<file path="src/rtl/mem_pkg.sv">
// Shared types and timing defaults for the DDR4 command issuer.
// Holds the command encoding, FSM state type and default timing values.
package mem_pkg;
   localparam int ADDRWIDTH_D = 17;
   localparam int COLWIDTH_D  = 10;
   localparam int BGWIDTH_D   = 2;
   localparam int BAWIDTH_D   = 2;
   localparam int BL_D        = 8;
   localparam int TRP_D       = 4;
   localparam int TRCD_D      = 4;
   localparam int TCL_D       = 5;
   localparam int TCWL_D      = 4;

   // Opcode carried on A[top:top-2] for non-activate commands.
   localparam logic [2:0] OP_RD  = 3'b101;
   localparam logic [2:0] OP_WR  = 3'b100;
   localparam logic [2:0] OP_PRE = 3'b010;

   typedef enum logic [2:0] {CMD_NOP, CMD_ACT, CMD_RD, CMD_WR, CMD_PRE} cmd_e;

   typedef enum logic [2:0] {
      IDLE, PRE, WAIT_RP, ACT, WAIT_RCD, CAS, WAIT_LAT, BURST
   } state_e;

   function automatic int max2(input int a, input int b);
      return (a > b) ? a : b;
   endfunction
endpackage

</file>
<file path="src/rtl/open_row_table.sv">
// Per-bank open-row tracker: one valid bit and row address per bank.
// Lookup is combinational; set (ACT) and clear (PRE) land on the clock edge.
module open_row_table #(
   parameter int IDXW = 4,
   parameter int ROWW = 17
) (
   input  logic            clk,
   input  logic            reset_n,
   input  logic [IDXW-1:0] lookup_idx,
   output logic            lookup_valid,
   output logic [ROWW-1:0] lookup_row,
   input  logic            set_en,
   input  logic [IDXW-1:0] set_idx,
   input  logic [ROWW-1:0] set_row,
   input  logic            clr_en,
   input  logic [IDXW-1:0] clr_idx
);
   localparam int NBANKS = 1 << IDXW;

   logic [NBANKS-1:0] vld;
   logic [ROWW-1:0]   rows [NBANKS];

   always_ff @(posedge clk) begin
      if (!reset_n) begin
         vld <= '0;
      end else begin
         if (clr_en) vld[clr_idx] <= 1'b0;
         if (set_en) vld[set_idx] <= 1'b1;
      end
   end

   // Row storage needs no reset; it is only trusted behind its valid bit.
   always_ff @(posedge clk) begin
      if (set_en) rows[set_idx] <= set_row;
   end

   assign lookup_valid = vld[lookup_idx];
   assign lookup_row   = rows[lookup_idx];
endmodule

</file>
<file path="src/rtl/mem_cmd_issuer.sv">
// Single-rank DDR4 command issuer: one request in flight, open-page policy,
// PRE/ACT/CAS sequencing with fixed timing and a DQ window per burst.
module mem_cmd_issuer
   import mem_pkg::*;
#(
   parameter int ADDRWIDTH = ADDRWIDTH_D,
   parameter int COLWIDTH  = COLWIDTH_D,
   parameter int BGWIDTH   = BGWIDTH_D,
   parameter int BAWIDTH   = BAWIDTH_D,
   parameter int BL        = BL_D,
   parameter int TRP       = TRP_D,
   parameter int TRCD      = TRCD_D,
   parameter int TCL       = TCL_D,
   parameter int TCWL      = TCWL_D
) (
   input  logic                                            clk,
   input  logic                                            reset_n,
   input  logic                                            req_valid,
   output logic                                            req_ready,
   input  logic                                            req_wr,
   input  logic [BGWIDTH+BAWIDTH+ADDRWIDTH+COLWIDTH-1:0]   req_addr,
   input  logic                                            stall,
   output logic                                            cke,
   output logic                                            cs_n,
   output logic                                            act_n,
   output logic [ADDRWIDTH-1:0]                            A,
   output logic [BGWIDTH-1:0]                              bg,
   output logic [BAWIDTH-1:0]                              ba,
   output logic                                            rd_window,
   output logic                                            wr_window,
   output logic                                            rsp_valid
);
   localparam int IDXW = BGWIDTH + BAWIDTH;
   localparam int REQW = IDXW + ADDRWIDTH + COLWIDTH;
   localparam int TMAX = max2(max2(max2(TRP, TRCD), max2(TCL, TCWL)), BL);
   localparam int CNTW = $clog2(TMAX) + 1;

   state_e              state;
   logic                wr_q;
   logic [REQW-1:0]     addr_q;
   logic [CNTW-1:0]     cnt;
   logic [CNTW-1:0]     lat;
   logic                lk_valid, hit, issue;
   logic [ADDRWIDTH-1:0] lk_row;
   cmd_e                cmd;

   wire [IDXW-1:0]      req_idx = req_addr[REQW-1 -: IDXW];
   wire [ADDRWIDTH-1:0] req_row = req_addr[COLWIDTH +: ADDRWIDTH];
   wire [IDXW-1:0]      idx_q   = addr_q[REQW-1 -: IDXW];
   wire [ADDRWIDTH-1:0] row_q   = addr_q[COLWIDTH +: ADDRWIDTH];
   wire [COLWIDTH-1:0]  col_q   = addr_q[COLWIDTH-1:0];

   open_row_table #(.IDXW(IDXW), .ROWW(ADDRWIDTH)) u_tbl (
      .clk          (clk),
      .reset_n      (reset_n),
      .lookup_idx   (req_idx),
      .lookup_valid (lk_valid),
      .lookup_row   (lk_row),
      .set_en       (cmd == CMD_ACT),
      .set_idx      (idx_q),
      .set_row      (row_q),
      .clr_en       (cmd == CMD_PRE),
      .clr_idx      (idx_q)
   );

   assign hit       = lk_valid && (lk_row == req_row);
   assign req_ready = cke && (state == IDLE) && !stall;
   assign lat       = wr_q ? CNTW'(TCWL) : CNTW'(TCL);

   // Command pins decode the current state so a stall defers the command in
   // the very cycle it is raised; wait timers have already expired by then.
   assign issue = !stall && (state == PRE || state == ACT || state == CAS);

   always_comb begin
      cmd = CMD_NOP;
      if (issue) begin
         case (state)
            PRE:     cmd = CMD_PRE;
            ACT:     cmd = CMD_ACT;
            default: cmd = wr_q ? CMD_WR : CMD_RD;
         endcase
      end
   end

   always_comb begin
      cs_n  = 1'b1;
      act_n = 1'b1;
      A     = '0;
      bg    = '0;
      ba    = '0;
      if (cmd != CMD_NOP) begin
         cs_n = 1'b0;
         {bg, ba} = idx_q;
         case (cmd)
            CMD_ACT: begin
               act_n = 1'b0;
               A     = row_q;
            end
            CMD_PRE: A[ADDRWIDTH-1 -: 3] = OP_PRE;
            CMD_RD: begin
               A[ADDRWIDTH-1 -: 3] = OP_RD;
               A[COLWIDTH-1:0]     = col_q;
            end
            CMD_WR: begin
               A[ADDRWIDTH-1 -: 3] = OP_WR;
               A[COLWIDTH-1:0]     = col_q;
            end
            default: ;
         endcase
      end
   end

   assign rd_window = (state == BURST) && !wr_q;
   assign wr_window = (state == BURST) && wr_q;
   assign rsp_valid = (state == BURST) && (cnt == '0);

   always_ff @(posedge clk) begin
      if (!reset_n) begin
         state  <= IDLE;
         cke    <= 1'b0;
         cnt    <= '0;
         wr_q   <= 1'b0;
         addr_q <= '0;
      end else begin
         cke <= 1'b1;
         case (state)
            IDLE: if (req_valid && req_ready) begin
               wr_q   <= req_wr;
               addr_q <= req_addr;
               state  <= hit ? CAS : (lk_valid ? PRE : ACT);
            end
            PRE: if (issue) begin
               cnt   <= CNTW'(TRP - 1);
               state <= (TRP == 1) ? ACT : WAIT_RP;
            end
            WAIT_RP: begin
               cnt <= cnt - CNTW'(1);
               if (cnt == CNTW'(1)) state <= ACT;
            end
            ACT: if (issue) begin
               cnt   <= CNTW'(TRCD - 1);
               state <= (TRCD == 1) ? CAS : WAIT_RCD;
            end
            WAIT_RCD: begin
               cnt <= cnt - CNTW'(1);
               if (cnt == CNTW'(1)) state <= CAS;
            end
            CAS: if (issue) begin
               if (lat == CNTW'(1)) begin
                  cnt   <= CNTW'(BL - 1);
                  state <= BURST;
               end else begin
                  cnt   <= lat - CNTW'(1);
                  state <= WAIT_LAT;
               end
            end
            WAIT_LAT: begin
               if (cnt == CNTW'(1)) begin
                  cnt   <= CNTW'(BL - 1);
                  state <= BURST;
               end else begin
                  cnt <= cnt - CNTW'(1);
               end
            end
            BURST: begin
               if (cnt == '0) state <= IDLE;
               else           cnt   <= cnt - CNTW'(1);
            end
            default: state <= IDLE;
         endcase
      end
   end
endmodule

</file>
<file path="config.mk">
export PLATFORM = sky130hd
export DESIGN_NAME = mem_cmd_issuer
export DESIGN_NICKNAME = d
export VERILOG_FILES = /design/src/rtl/mem_pkg.sv /design/src/rtl/open_row_table.sv /design/src/rtl/mem_cmd_issuer.sv
export SDC_FILE = /design/constraint.sdc
export NUM_CORES = 1
export LEC_CHECK = 0
export BUFFER_PORTS_ARGS = -buffer_cell sky130_fd_sc_hd__buf_4
export CAP_MARGIN = 20
export CORE_UTILIZATION = 24
export CTS_BUF_LIST = sky130_fd_sc_hd__clkbuf_4
export CTS_CLUSTER_DIAMETER = 150
export DETAILED_ROUTE_END_ITERATION = 6
export SLEW_MARGIN = 25
export SYNTH_ARGS = -nofsm -noshare
export SYNTH_HDL_FRONTEND = slang
export SYNTH_SLANG_ARGS = --single-unit
</file>
<file path="constraint.sdc">
create_clock -name clk -period 3.1 [get_ports clk]
set_input_delay 0.155 -clock clk [delete_from_list [all_inputs] [get_ports clk]]
set_output_delay 0.155 -clock clk [all_outputs]
set_load 0.005 [all_outputs]
</file>
==> results.ini, run 1 <==
[sta]
drv_slew = 0
fmax_mhz = 348.6
maxSlewHeadroom_pct = 42.27
tns_ns = 0
grt_setup_unrepaired = no
hold_viol = 0
fin_skew_ns = 0.05880
worst_slew_pin_slew_ns = 0.8593
finalCriticalPeriod_ns = 2.869
setup_viol = 0
finalCritPeriodShare_pct = 92.54

[final_layout]
ff_latch_area_um2 = 9289
syn_to_final_growth_pct = 25.45
nets = 1084
fill_cells = 5492
multi_input_area_um2 = 3980
drive_gt1_share_pct = 31.84
final_util_pct = 30.59

[drt]
wl_per_cell_um = 19.39
totalWireLength_um = 36200
viasPerCell = 4.474
drc = 0
drtAntennaViolNets = 0
dr.pass1.iters = 5
vias = 8353
drt-initial-drc-count = 659

[logic_synthesis]
synthAdderAreaFrac_pct = 0.2778
muxShareOfSynthArea_pct = 13.89
synth_compound_gate_area_share_pct = 7.639
synth_edf_count = 272
synth_area_per_cell_um2 = 16.26
seq_area_frac_synth_pct = 68.74
yosysTopAreaCell = edfxtp_1
syn_nets = 870
yosysWarnings = 0
yosysMostFrequentCell = edfxtp_1
synth_top_area_share_pct = 60.44
yosys-top-cells-count = edfxtp_1 (272), nand2_1 (85), mux4_2 (65)
syn_inst = 831
synthFlopType = edfxtp_1
yosys.area_share.xor_xnor_pct = 1.231
synth-simple-area-share_pct = 5.991
synthTopCellsByArea = edfxtp_1 (60%), mux4_2 (11%), dfxtp_1 (8.3%), nand2_1 (2.4%), mux2i_1 (2.2%)
synth_top_family_by_area = multiplexers
netlist_area_um2 = 13510
synth_cell_types = 56
async_reset_ff_share_pct = 0
ys_seq_elements = 328

[clock_tree]
cts_max_level = 3
cts.reportedPaths.clkPinSlew_ns = 0.07
clockRootBuffer = clkbuf_4
cts_tree = yes
cts_setup_buffers = 0
worstSkewPairLatency_ns = 0.78
cts_buffers = 86
cts_max_path_buffers = 3
numClockSinks = 328

[die]
dieArea_um2 = 57260
core_area_um2 = 55420
rows = 86
num_io_pins = 64
die_h_um = 239.3
start_util_pct = 24.38
dieWidth_um = 239.3

[setup_path]
crit_required_ns = 3.79
worstSetupPathType = reg2reg
worstReg2RegEnd = addr_q[18]
worst_setup_path_end_kind = register
timing.rr.start = state[0]
r2r_cells = 8
r2r_slack_ns = 0.23
cp-start-kind = register
critPathMaxFanout = 11
crit_path_start = state[0]
cp.arrival_ns = 3.56
endpoint = addr_q[18]

[global_route]
gr-usage-all-layers_pct = 12.93
grt_pass1_wl_um = 54000
overflow = 0
antenna_found_initial = 3
grt_max_degree = 57
grt_pass1_vias = 8727

[pwr]
peakVddDrop_v = 0.0001999
leakagePower_nw = 5.846
total_power_mw = 9.831
power.density_nw_per_um2 = 579.9

[placement]
io_buffers = 63
hpwl_um = 23510
place_congestion = 0.8220

[job]
drv_cap = 0

[hold_path]
min_path_type = in2reg

[outcome]
outcome = completed

==> sequential cells by signal, summed over array words and instances (netlist names), named ones only <==
register	cells
cnt	4
cke	1
state	3
wr_q	1
u_tbl.rows	272
u_tbl.vld	15
addr_q	31
==> layout by cell type (no fill, tap or decap), types with 9 or more instances in the layout <==
master	synthesis	layout
clkinv_1	1	9
a21oi_1	12	12
xnor2_1	14	14
dfxtp_1	56	56
inv_1	12	12
dlygate4sd3_1	0	60
nand2_1	85	85
and2_1	12	11
edfxtp_1	272	272
a21boi_0	33	33
mux4_2	65	65
nor2b_1	9	9
buf_4	5	107
a22o_1	10	10
mux2i_1	30	30
o21ai_0	9	9
nor2_2	0	16
o21a_1	32	32
clkbuf_4	0	141
nor2_1	33	17
nand3_1	13	13
==> critical path, cell delays in order, from the launching register on <==
cell and delay (ns):
dfxtp_1 0.40, buf_4 0.20, nor3_1 0.44, and3_1 0.28, and2_2 0.33, buf_4 0.30, nand2_1 0.08, a21boi_0 0.16
dlygate4sd3_1 0.58
==> routing by layer <==
| layer | track usage, % | wire length (um) |
|---|---|---|
| met1 | 16.34 | 15370 |
| met5 | 0 | 13 |
| met3 | 3.261 | 2073 |
| met2 | 21.05 | 17660 |
| met4 | 5.303 | 1083 |
==> layout make-up <==
class                   instances  share of cell area, %
diodes                          4                0.05904
inverters                      14                 0.3100
repair buffers                173                  8.990
clock inverters                17                 0.6052
multi-input cells             442                  23.48
well taps                     748                  5.521
clock buffers                 141                  6.244
flip-flops and latches        328                  54.79
==> through the flow <==
step	hold slack [ns]	worst slack (ns)	instance area [um2]	std cells
after floorplan	0.1827	0.3098	13510	831
after global placement	0.4253	0.2224	15170	1645
after detailed placement	0.4275	0.2288	15170	1645
after CTS	0.1598	0.06707	16940	1863
after global routing	0.2036	0.05926	16950	1867
final	0.2499	0.2312	16950	1867
==> power by group <==
| group | total [mW] | switching, mW | internal (mW) |
|---|---|---|---|
| sequential | 4.99 | 0.141 | 4.85 |
| combinational | 0.956 | 0.527 | 0.428 |
| clock | 3.88 | 1.75 | 2.14 |
==> cells by family after synthesis <==
kind of cell    count (synthesis)
compound gates                140
xor+xnor                       19
fa+ha+maj                       3
buf+inv                        61
flops                         328
mux                           101
simple gates                  179
==> what timing repair did <==
action,in CTS,in global routing
hold endpoints to repair,43,0
hold buffers,60,0
resized for setup,0,2
endpoints found under the setup margin,0,6
==> worst min-delay path by stage <==
stage | from | end | slack (ns) | cells past startpoint
floorplan | reset_n | cke | 0.18 | 0
CTS | req_addr[17] | addr_q[17] | 0.16 | 4
finish | req_addr[17] | addr_q[17] | 0.25 | 4
detailed placement | req_addr[8] | addr_q[8] | 0.43 | 3
global placement | req_addr[3] | addr_q[3] | 0.43 | 3
global route | req_addr[17] | addr_q[17] | 0.20 | 4
(Power assumes the default switching activity.)
==> run 2: changes to the inputs <==
--- a/config.mk
+++ b/config.mk
@@ -7,10 +7,11 @@
 export LEC_CHECK = 0
 export BUFFER_PORTS_ARGS = -buffer_cell sky130_fd_sc_hd__buf_4
 export CAP_MARGIN = 20
-export CORE_UTILIZATION = 24
+export CORE_UTILIZATION = 60
 export CTS_BUF_LIST = sky130_fd_sc_hd__clkbuf_4
 export CTS_CLUSTER_DIAMETER = 150
 export DETAILED_ROUTE_END_ITERATION = 6
+export PLACE_DENSITY = 0.78
 export SLEW_MARGIN = 25
 export SYNTH_ARGS = -nofsm -noshare
 export SYNTH_HDL_FRONTEND = slang
==> run 2 against run 1 <==
  * The run now ends with design-rule violations left
  * Critical path depth grew 2
  * Critical path type is now in2reg
  * Worst hold slack lost 0.19 ns
  * Total power is 3.9% lower
  * Maximum frequency up 5.3%
  * Via count up 1.0%
  * Sequential cell count stayed put
  * First-iteration DRC count grew 32%
  * Count of clock-buffer cells in the layout is 24 lower
  * Setup slack improved by 0.14 ns
  * Die area decreased by 60%
  * Combinational power down 2.2%
  * Non-clock buffer count fell by 43
  * Largest power group unchanged
==> results.ini, run 2 (synthesis results as in run 1) <==
[die]
core_area_um2 = 21960
start_util_pct = 61.54
rows = 54
die_h_um = 152.1
dieArea_um2 = 23130
dieWidth_um = 152.1
num_io_pins = 64

[sta]
finalCritPeriodShare_pct = 87.91
tns_ns = 0
fmax_mhz = 366.9
worst_slew_pin_slew_ns = 0.8265
setup_slack_ns = 0.3748
maxSlewHeadroom_pct = 44.90
hold_viol = 0
setup_viol = 0
drv_slew = 0
grt_setup_unrepaired = no
fin_skew_ns = 0.04013
finalCriticalPeriod_ns = 2.725

[drt]
vias = 8439
dr.pass1.iters = 7
drt-initial-drc-count = 871
wl_per_cell_um = 24.33
drtAntennaViolNets = 0
drc = 6
viasPerCell = 6.265
totalWireLength_um = 32780

[job]
drv_cap = 0

[placement]
io_buffers = 63
place_congestion = 0.8190
place_ws_ns = 0.1920
placed_cell_area_um2 = 14510
hpwl_um = 19640
place_inst = 1164

[pwr]
p_sw_mw = 2.362
clockPowerShare_pct = 37.4
seqPwrFrac_pct = 52.7
pwr-share-comb_pct = 9.9
power.density_nw_per_um2 = 596.0
sw_frac_of_total_pct = 25.00
internal_power_mw = 7.086
leakagePower_nw = 5.532
peakVddDrop_v = 0.0004502

[clock_tree]
cts_hold_buf = 30
cts_buffers = 81
clockRootBuffer = clkbuf_4
cts_max_level = 3
cts_tree = yes
cts.reportedPaths.clkPinSlew_ns = 0.07
post_cts_resized = 0
numClockSinks = 328
cts_max_path_buffers = 3
worstSkewPairLatency_ns = 0.69
cts_setup_buffers = 0

[setup_path]
cp.arrival_ns = 3.32
crit_required_ns = 3.69
crit_path_max_incr_delay_ns = 0.56
critical-path-top-delay-family = buffers and inverters
crit_buf_inv = 3
worstSetupPathType = in2reg
critPathMaxFanout = 26
worst_setup_path_end_kind = register
cp_slowest_cell = mux4_1
crit_chain = dlygate4sd3_1, buf_4, buf_12, mux4_1, nor2b_1, nor2_1, o22a_1, o221ai_1, or4_1, o31ai_1
cp-start-kind = input port

[final_layout]
nets = 1036
fill_cells = 1318
largest_reg_flops = 272
syn_to_final_growth_pct = 17.31
top_regs = u_tbl.rows x272, addr_q x31, u_tbl.vld x15
final_common_cell = edfxtp_1
largest-register = u_tbl.rows
stdcell_count = 1347
design_area_um2 = 15850
drive_gt1_share_pct = 29.48
final_cell_mix = edfxtp_1 (272), clkbuf_4 (117), buf_4 (92), nand2_1 (85), mux4_2 (65)

[global_route]
antenna_found_initial = 2
grt_max_degree = 57
grt_pass1_vias = 8712
overflow = 0
gr-usage-all-layers_pct = 29.35
grt_pass1_wl_um = 50170

[hold_path]
min_path_type = in2reg

[outcome]
violations = design-rule violations
outcome = complete, but fails checks

[run 2: cell count changes in the layout (fill, tap and decap cells not counted), sizes merged]
cell and change:
clkinv +16, inv +1, buf -13, clkbuf -24, diode -2, dlygate4sd3 -30
[run 2: layout make-up]
cell class                      instances  area, um2  area share (%)
Antenna cell                            2      5.005         0.03157
Clock buffer                          117      878.3           5.541
Timing Repair Buffer                  130       1151           7.261
Multi-Input combinational cell        442       3968           25.03
Clock inverter                         34      158.9           1.002
Inverter                               14      52.55          0.3315
Tap cell                              280      350.3           2.210
Sequential cell                       328       9289           58.60
[run 2: stage by stage]
step           hold slack, ns  utilization, %  power [mW]
3_5_place_dp           0.4268           66.08       5.952
5_1_grt               0.03562           72.19       9.820
3_3_place_gp           0.4161           66.08       5.885
4_1_cts               0.01543           72.17       9.480
2_1_floorplan          0.1827               -       5.639
6_report              0.05638           72.19       9.448
[run 2: power by group through the flow]
stage / Sequential [mW] / Combinational (mW) / Clock, mW
2_1_floorplan: 5.01 / 0.626 / 0
3_3_place_gp: 5.06 / 0.828 / 0
3_5_place_dp: 5.08 / 0.877 / 0
4_1_cts: 4.98 / 0.914 / 3.59
5_1_grt: 4.99 / 1.01 / 3.82
6_report: 4.98 / 0.935 / 3.53
[run 2: final timing paths]
path                                   start         to  slack [ns]  cells after the start
worst min-delay path                 reset_n        cke        0.06                      2
worst min register to register     addr_q[7]  addr_q[7]        0.48                      2
worst max-delay path            req_addr[28]   state[2]        0.37                     10
worst max register to register        cnt[1]   state[2]        0.38                      9
[run 2: layer usage]
| layer | global-route usage, % | wire [um] | vias up |
|---|---|---|---|
| met3 | 5.933 | 2844 | 85 |
| li1 | - | - | 3643 |
| met4 | 13.51 | 1030 | 0 |
| met5 | 0 | 0 | - |
| met2 | 47.88 | 16230 | 503 |
| met1 | 38.49 | 12670 | 4208 |
==> run 3: changes to the inputs <==
--- a/config.mk
+++ b/config.mk
@@ -5,6 +5,7 @@
 export SDC_FILE = /design/constraint.sdc
 export NUM_CORES = 1
 export LEC_CHECK = 0
+export ABC_AREA = 1
 export BUFFER_PORTS_ARGS = -buffer_cell sky130_fd_sc_hd__buf_4
 export CAP_MARGIN = 20
 export CORE_UTILIZATION = 60
@@ -16,3 +17,4 @@
 export SYNTH_ARGS = -nofsm -noshare
 export SYNTH_HDL_FRONTEND = slang
 export SYNTH_SLANG_ARGS = --single-unit
+export TNS_END_PERCENT = 30
==> run 3 against run 2 <==
  * Count of clock-buffer cells in the layout increased by 9
  * Synthesized cell count increased by 80%
  * Sequential power up 2%
  * First-iteration DRC count is 62% higher
  * Area after synthesis up 6.4%
  * Setup slack lost 0.053 ns
  * Combinational power grew 32%
  * Maximum frequency decreased by 1.9%
  * Worst hold slack better by 0.032 ns
  * Largest power group unchanged
  * Critical path type is now reg2reg
  * Die area rose by 6.3%
  * Register-to-register slack got worse by 0.06 ns
  * Largest cell class unchanged
  * The flow still finishes with violations (design-rule violations)
  * Non-clock buffer count is 9 higher
  * Critical endpoint is now addr_q[13]
==> results.ini, run 3 <==
[outcome]
outcome = complete, but fails checks
violations = design-rule violations

[global_route]
grt-busiest-layer = met2
antenna_found_initial = 1
grt_pass1_wl_um = 57770
grt_use_met1_pct = 40.33
grt_pass1_vias = 10880
met2_usage_pct = 51.68
grt_max_degree = 56
overflow = 0
global_route.usage.met3_pct = 6.286
gr-usage-all-layers_pct = 31.65

[setup_path]
cp_slowest_cell = dlygate4sd3_1
crit_path_max_incr_delay_ns = 0.64
cp.arrival_ns = 3.36
cp-start-kind = register
crit_chain = inv_1, nand2_1, nor2_1, nand2_2, buf_4, o21ai_0, dlygate4sd3_1, a21oi_1
worst_setup_path_end_kind = register
critPathMaxFanout = 27
cp.depth = 8
crit_required_ns = 3.68
critical-path-top-delay-family = buffers and inverters
worstSetupPathType = reg2reg
crit_buf_inv = 3
r2r_cells = 8
r2r_slack_ns = 0.32

[logic_synthesis]
netlist_area_um2 = 14370
synthFlopType = edfxtp_1
synth_top_area_share_pct = 56.82
yosysMostFrequentCell = nand2_1
syn_inst = 1495
seq_area_frac_synth_pct = 64.62
yosysTopAreaCell = edfxtp_1
ys_seq_elements = 328
yosysWarnings = 0
syn_nets = 1534
yosys-top-cells-count = nand2_1 (381), edfxtp_1 (272), inv_1 (209)
synthTopCellsByArea = edfxtp_1 (57%), nand2_1 (9.9%), dfxtp_1 (7.8%), nand3_1 (6.0%), inv_1 (5.5%)
synth_edf_count = 272
async_reset_ff_share_pct = 0
synth_cell_types = 30
synth_area_per_cell_um2 = 9.615

[die]
num_io_pins = 64
start_util_pct = 61.24
dieWidth_um = 156.8
core_area_um2 = 23470
dieArea_um2 = 24580
rows = 56
die_h_um = 156.8

[final_layout]
largest-register = u_tbl.rows
top_regs = u_tbl.rows x272, addr_q x31, u_tbl.vld x15
stdcell_count = 2028
syn_to_final_growth_pct = 16.63
final_util_pct = 71.42
final_common_cell = nand2_1
nets = 1684
design_area_um2 = 16760
final_cell_mix = nand2_1 (380), edfxtp_1 (272), inv_1 (209), nand3_1 (171), clkbuf_4 (126)
drive_gt1_share_pct = 14.17
largest_reg_flops = 272

[sta]
fin_skew_ns = 0.05369
hold_viol = 0
worst_slew_pin_slew_ns = 1.063
finalCritPeriodShare_pct = 89.62
setup_viol = 0
finalCriticalPeriod_ns = 2.778
drv_slew = 0
setup_slack_ns = 0.3216
grt_setup_unrepaired = no
maxSlewHeadroom_pct = 29.06
tns_ns = 0
fmax_mhz = 359.9
whs_ns = 0.08801

[drt]
viasPerCell = 5.640
wl_per_cell_um = 18.52
vias = 11440
drt-initial-drc-count = 1408
drc = 8
dr.pass1.iters = 7
totalWireLength_um = 37570
drtAntennaViolNets = 0

[clock_tree]
cts_buffers = 82
post_cts_resized = 0
worstSkewPairLatency_ns = 0.74
cts.reportedPaths.clkPinSlew_ns = 0.09
numClockSinks = 328
cts_setup_buffers = 0
cts_tree = yes
cts_hold_buf = 52
cts_max_path_buffers = 3
clockRootBuffer = clkbuf_4
cts_max_level = 3

[placement]
place_ws_ns = 0.6131
place_inst = 1828
placed_cell_area_um2 = 15180
hpwl_um = 22890
io_buffers = 63
place_congestion = 0.8936

[pwr]
seqPwrFrac_pct = 50.9
internal_power_mw = 7.284
clockPowerShare_pct = 36.8
p_sw_mw = 2.747
pwr-share-comb_pct = 12.3
sw_frac_of_total_pct = 27.38
total_power_mw = 10.03
peakVddDrop_v = 0.0003203
power.density_nw_per_um2 = 598.3
leakagePower_nw = 6.883

[hold_path]
min_path_type = in2reg
holdPathStages = 3

[job]
drv_cap = 0

run 3: changes by cell type after synthesis, sizes merged, moves of 33 or more:
cell / previous run / this run
a21boi: 33 / 0
a21oi: 12 / 58
inv: 13 / 213
mux4: 68 / 0
nand2: 85 / 381
nand3: 13 / 171
nor2: 33 / 128
o21ai: 10 / 94
run 3: layout make-up:
class                           count  area [um2]
Sequential cell                   328        9289
Fill cell                        1645        6709
Multi-Input combinational cell    878        3921
Timing Repair Buffer              139        1286
Clock buffer                      126       945.9
Inverter                          216       813.3
Tap cell                          319       399.1
Clock inverter                     21       106.4
Antenna cell                        1       2.502
run 3: power groups by stage:
stage,registers (mW),logic (mW),clock network (mW)
finish,5.10,1.23,3.70
global route,5.12,1.36,3.92
CTS,5.10,1.20,3.69
detailed placement,5.19,1.13,0
global placement,5.19,1.11,0
floorplan,5.13,0.757,0
run 3: worst paths after layout:
kind,to,from
setup / recovery,addr_q[13],state[2]
hold / removal,addr_q[29],req_addr[29]
setup reg to reg,addr_q[13],state[2]
hold reg to reg,addr_q[0],addr_q[0]
run 3: metal layers:
layer | share of wire [%] | wire, um
met5 | 0 | 0
met4 | 4.2 | 1593
met3 | 8.6 | 3249
met2 | 49 | 18530
met1 | 38 | 14200
run 3: logic make-up (layout without fill, tap and decap cells):
kind of cell               Yosys count  in the layout  synth area share (%)
buffers and inverters              289            502                 8.426
other                                0              1                     0
adders and majority gates            3              3                0.2612
xor gates and xnor gates             1              1               0.06094
and+or+nand+nor                    686            686                 19.52
AOI/OAI and AO/OA                  188            188                 7.103
DFF                                328            328                 64.62
run 3: tightest hold or removal path, delay by kind of cell:
| kind | cells | cell delay (ns) |
|---|---|---|
| compound gates | 2 | 0.31 |
| buf+inv | 1 | 0.26 |
